### src/rtl/mem_dcache_ctrl.sv
// Data-cache request controller between the MEM stage and the dcache: IDLE -> BUSY -> DONE handshake.
// Optional performance counters are enabled by defining MEM_DCACHE_CTRL_PERF_EN.
module mem_dcache_ctrl (
    input  logic        clk,
    input  logic        rst,
    input  logic        req_read,
    input  logic        req_write,
    input  logic [31:0] req_addr,
    input  logic [31:0] req_wdata,
    input  logic [3:0]  req_byte_enable,
    output logic        dcache_read,
    output logic        dcache_write,
    output logic [31:0] dcache_addr,
    output logic [31:0] dcache_wdata,
    output logic [3:0]  dcache_byte_enable,
    input  logic [31:0] dcache_rdata,
    input  logic        dcache_resp,
    output logic [31:0] rdata_out,
    output logic        mem_stall,
    output logic        req_err,
    output logic [31:0] perf_req_count,
    output logic [31:0] perf_stall_count
);

    typedef enum logic [1:0] {
        S_IDLE,
        S_BUSY,
        S_DONE
    } state_e;

    state_e      state_q, state_d;
    logic        dcache_read_q, dcache_read_d;
    logic        dcache_write_q, dcache_write_d;
    logic [31:0] dcache_addr_q, dcache_addr_d;
    logic [31:0] dcache_wdata_q, dcache_wdata_d;
    logic [3:0]  dcache_be_q, dcache_be_d;
    logic [31:0] rdata_q, rdata_d;
    logic        req_err_q, req_err_d;
    logic        start;

    always_ff @(posedge clk or negedge rst) begin
        if (!rst) begin
            state_q        <= S_IDLE;
            dcache_read_q  <= 1'b0;
            dcache_write_q <= 1'b0;
            dcache_addr_q  <= '0;
            dcache_wdata_q <= '0;
            dcache_be_q    <= '0;
            rdata_q        <= '0;
            req_err_q      <= 1'b0;
        end else begin
            state_q        <= state_d;
            dcache_read_q  <= dcache_read_d;
            dcache_write_q <= dcache_write_d;
            dcache_addr_q  <= dcache_addr_d;
            dcache_wdata_q <= dcache_wdata_d;
            dcache_be_q    <= dcache_be_d;
            rdata_q        <= rdata_d;
            req_err_q      <= req_err_d;
        end
    end

    always_comb begin
        state_d        = state_q;
        dcache_read_d  = dcache_read_q;
        dcache_write_d = dcache_write_q;
        dcache_addr_d  = dcache_addr_q;
        dcache_wdata_d = dcache_wdata_q;
        dcache_be_d    = dcache_be_q;
        rdata_d        = rdata_q;
        req_err_d      = req_err_q;
        mem_stall      = 1'b0;
        start          = 1'b0;
        case (state_q)
            S_IDLE: begin
                if (req_read || req_write) begin
                    mem_stall      = 1'b1;
                    start          = 1'b1;
                    state_d        = S_BUSY;
                    // A simultaneous read+write is issued as a write and flagged.
                    dcache_write_d = req_write;
                    dcache_read_d  = req_read & ~req_write;
                    dcache_addr_d  = req_addr & 32'hFFFF_FFFC;
                    dcache_wdata_d = req_wdata;
                    dcache_be_d    = req_byte_enable;
                    if (req_read && req_write) begin
                        req_err_d = 1'b1;
                    end
                end
            end
            S_BUSY: begin
                mem_stall = 1'b1;
                if (dcache_resp) begin
                    if (dcache_read_q) begin
                        rdata_d = dcache_rdata;
                    end
                    dcache_read_d  = 1'b0;
                    dcache_write_d = 1'b0;
                    state_d        = S_DONE;
                end
            end
            S_DONE: begin
                // The stalled instruction is still on req_* here; let it retire.
                state_d = S_IDLE;
            end
            default: begin
                state_d = S_IDLE;
            end
        endcase
    end

    assign dcache_read        = dcache_read_q;
    assign dcache_write       = dcache_write_q;
    assign dcache_addr        = dcache_addr_q;
    assign dcache_wdata       = dcache_wdata_q;
    assign dcache_byte_enable = dcache_be_q;
    assign rdata_out          = rdata_q;
    assign req_err            = req_err_q;

`ifdef MEM_DCACHE_CTRL_PERF_EN
    logic [31:0] perf_req_count_q, perf_req_count_d;
    logic [31:0] perf_stall_count_q, perf_stall_count_d;

    always_comb begin
        perf_req_count_d   = perf_req_count_q;
        perf_stall_count_d = perf_stall_count_q;
        if (start && (perf_req_count_q != '1)) begin
            perf_req_count_d = perf_req_count_q + 32'd1;
        end
        if (mem_stall && (perf_stall_count_q != '1)) begin
            perf_stall_count_d = perf_stall_count_q + 32'd1;
        end
    end

    always_ff @(posedge clk or negedge rst) begin
        if (!rst) begin
            perf_req_count_q   <= '0;
            perf_stall_count_q <= '0;
        end else begin
            perf_req_count_q   <= perf_req_count_d;
            perf_stall_count_q <= perf_stall_count_d;
        end
    end

    assign perf_req_count   = perf_req_count_q;
    assign perf_stall_count = perf_stall_count_q;
`else
    assign perf_req_count   = '0;
    assign perf_stall_count = '0;
`endif

endmodule

### config.mk
export PLATFORM = sky130hd
export DESIGN_NAME = mem_dcache_ctrl
export DESIGN_NICKNAME = d
export VERILOG_FILES = /design/src/rtl/mem_dcache_ctrl.sv
export SDC_FILE = /design/constraint.sdc
export NUM_CORES = 1
export LEC_CHECK = 0
export BUFFER_PORTS_ARGS = -buffer_cell sky130_fd_sc_hd__buf_4
export CAP_MARGIN = 5
export CORE_MARGIN = 2
export CORE_UTILIZATION = 33
export CTS_CLUSTER_DIAMETER = 50
export DETAILED_ROUTE_END_ITERATION = 10
export PLACE_DENSITY = 0.7
export SLEW_MARGIN = 20
export SYNTH_ARGS = -nofsm -noshare
export SYNTH_HDL_FRONTEND = slang
export SYNTH_SLANG_ARGS = --single-unit
### constraint.sdc
create_clock -name clk -period 1.5 [get_ports clk]
set_clock_uncertainty 0.1 [all_clocks]
set_input_delay 0.225 -clock clk [delete_from_list [all_inputs] [get_ports clk]]
set_output_delay 0.225 -clock clk [all_outputs]
set_load 0.01 [all_outputs]
==> flow_summary.json <==
{
  "whs_endpoint": "dcache_byte_enable[3]",
  "track_usage": 0.136,
  "seqPwrFrac": 0.388,
  "tritoncts": "done",
  "diodes": 0,
  "ios": 273,
  "synth.avg_cell_area_sq_um": 15.2,
  "synth-main-ff-cell": "dfrtp_1",
  "power.switching_mw": 3.83,
  "rsz0062_at_grt": "true",
  "whs_ns": 0.0167,
  "ys_seq_elements": 103,
  "vias_per_cell": 4.19,
  "detailed_place_hpwl_mm": 7.51,
  "cts.sinks": 103,
  "drc": 0,
  "power_density_nw_per_um2": 1840,
  "reg2reg_slack_ns": -0.02,
  "synth_async_sr_flop_share": 1.00,
  "layout_setup_ws_ns": -0.0342,
  "htreeDepth": 3,
  "drt_iter0_drc": 63,
  "rr_worst_depth": 4,
  "crit_fanout": 3,
  "path_clk_slew_ns": 0.07,
  "power_leakage_nw": 3.45,
  "layout-drive-gt1-share": 0.616,
  "ir_worst_vdd_mv": 0.726,
  "startpoint_type": "register",
  "synth_simple_gate_area_share": 0.00752,
  "syn_area_sq_um": 4490,
  "synth_top_family_by_area": "multiplexers",
  "cts_max_path_buffers": 2,
  "grt_pass1_wl_mm": 15.6,
  "worstPathCellList": "buf_6 -> nor3_4 -> nor2_1 -> buf_4",
  "dieWidth_um": 121,
  "critPathKind": "register to output pin",
  "fin_tns_setup_ns": -0.236,
  "critPathRequiredTime_ns": 1.17,
  "r2r-start": "state_q[1]",
  "final_common_cell": "buf_4",
  "final_cell_mix": "buf_4, dfrtp_1, conb_1",
  "finalCriticalPeriod_ns": 1.53,
  "synth_mux_area_frac": 0.271,
  "gp_congestion": 0.741,
  "clock_latency_ns": 0.33,
  "hold_viol_final": 0,
  "slowest_delay_ns": 0.41,
  "yosysSeqAreaShare": 0.574,
  "grt_pass1_vias": 3139,
  "crit_arrival_ns": 1.21,
  "wl_per_cell_um": 14.1,
  "end_kind": "output pin",
  "core_area_sq_um": 13200,
  "cp_num_buf_inv": 2,
  "outcome": "finished, violations left",
  "nets": 655,
  "critPathTopFamily": "flip-flops",
  "clkPwrFrac": 0.176,
  "slowest_stage": "dfrtp_1",
  "fp.dieH_um": 121,
  "grt_use_met1": 0.158,
  "die-area_sq_um": 14600,
  "hold_path_class": "input pin to register",
  "grt.overflow.total": 0,
  "drt_wl_total_mm": 10.3,
  "preCtsSetupSlack_ns": -0.0562,
  "p_comb_frac": 0.436,
  "use_met2": 0.237,
  "slew_violations": 0,
  "syn2layout_area_growth_pct": 51.5,
  "syn_inst": 295,
  "r2r-end": "rdata_out[21]",
  "synthAdderAreaFrac": 0,
  "cts_made_buffers": 9,
  "hp-start": "req_byte_enable[3]",
  "vias": 3064,
  "grt_max_degree": 39,
  "grt_util_met3": 0.0439,
  "rows": 42,
  "synth-compound-area-share": 0.0125,
  "synth-xor-area-share": 0,
  "start_util": 0.339,
  "min_path_cells": 2,
  "period_share": 1.02,
  "yosysWarnings": 0,
  "first_pass_iters": 4,
  "fmax_ghz": 0.652,
  "grt_busiest_layer": "met2",
  "cts-root-buf": "clkbuf_16",
  "drv_cap": 0,
  "antenna_found_initial": 0,
  "p_int_mw": 8.71,
  "drt.antenna.violating_nets": 0,
  "synthDistinctLibCells": 21,
  "p_sw_frac": 0.306,
  "violations": "setup timing",
  "synth_edf_count": 0,
  "setup_viol": 19,
  "port_buffers": 204
}
[stage by stage]
| stage | instance area [sq um] | total power, mW | util | instances |
|---|---|---|---|---|
| 2_1_floorplan | 4730 | 7.52 | - | 360 |
| 3_3_place_gp | 6070 | 10.1 | 0.459 | 680 |
| 3_5_place_dp | 6070 | 10.3 | 0.459 | 680 |
| 4_1_cts | 6680 | 12.6 | 0.504 | 726 |
| 5_1_grt | 6800 | 13.3 | 0.514 | 731 |
| 6_report | 6800 | 12.5 | 0.514 | 731 |
[kinds of logic after synthesis]
logic type,count (synthesis)
other,1
AOI/OAI and AO/OA,9
muxes,98
buffers and inverters,78
DFF,103
and+or+nand+nor,6
[timing repair]
action	CTS	global route
buffers inserted	1	0
resized for setup	5	7
hold buffers	29	1
hold endpoints to repair	113	1
pin swaps	1	0
setup endpoints to repair	61	58
cloned	0	4
[cells in the mapped netlist (2+ instances only)]
library cell | instances | area, sq um
mux2_4 | 30 | 450
o21ai_0 | 3 | 15.0
inv_1 | 2 | 7.51
dfrtp_1 | 103 | 2580
nor2_1 | 2 | 7.51
buf_2 | 2 | 10.0
mux2_1 | 3 | 33.8
buf_6 | 8 | 90.1
mux2_2 | 65 | 732
buf_4 | 66 | 495
[area by class of cell]
cell class / count / area, sq um
clock inverters: 5 / 31.3
multi-input cells: 179 / 1600
fillers: 1171 / 6440
flip-flops and latches: 103 / 2580
repair buffers: 255 / 2120
inverters: 2 / 7.51
well taps: 176 / 220
clock buffers: 11 / 253
[sequential cells by signal (all words and copies together), names as in the netlist]
register	flops
dcache_addr	30
dcache_byte_enable	4
dcache_read	1
dcache_wdata	32
dcache_write	1
rdata_out	32
req_err	1
state_q	2
[how the worst max path moves through the flow]
stage | from | endpoint | slack [ns] | cells after the start
after global placement | state_q[0] | dcache_addr[7] | -0.03 | 4
after floorplan | state_q[0] | dcache_addr[7] | 0.06 | 5
final | state_q[0] | mem_stall | -0.03 | 4
after global routing | state_q[0] | mem_stall | -0.11 | 4
after detailed placement | state_q[0] | dcache_addr[7] | -0.06 | 4
after CTS | state_q[0] | mem_stall | -0.05 | 4
[power by group through the flow]
stage,combinational (mW),clock (mW),sequential (mW)
2_1_floorplan,2.05,0,5.47
3_3_place_gp,5.26,0,4.83
3_5_place_dp,5.36,0,4.90
4_1_cts,5.46,2.31,4.86
5_1_grt,5.81,2.42,5.06
6_report,5.47,2.20,4.87
[routing by layer]
metal  wire [um]  part of all wire
met1        3950              0.38
met2        5310              0.52
met3         857             0.083
met4         154             0.015
met5           0                 0
[worst reg2reg max path, stage by stage (launching register included)]
cell       delay, ns
dfrtp_1         0.40
and3b_2         0.31
nand2_8         0.11
clkbuf_16       0.20
mux2_4          0.29
Note: power is estimated with default switching activity, not from simulation.
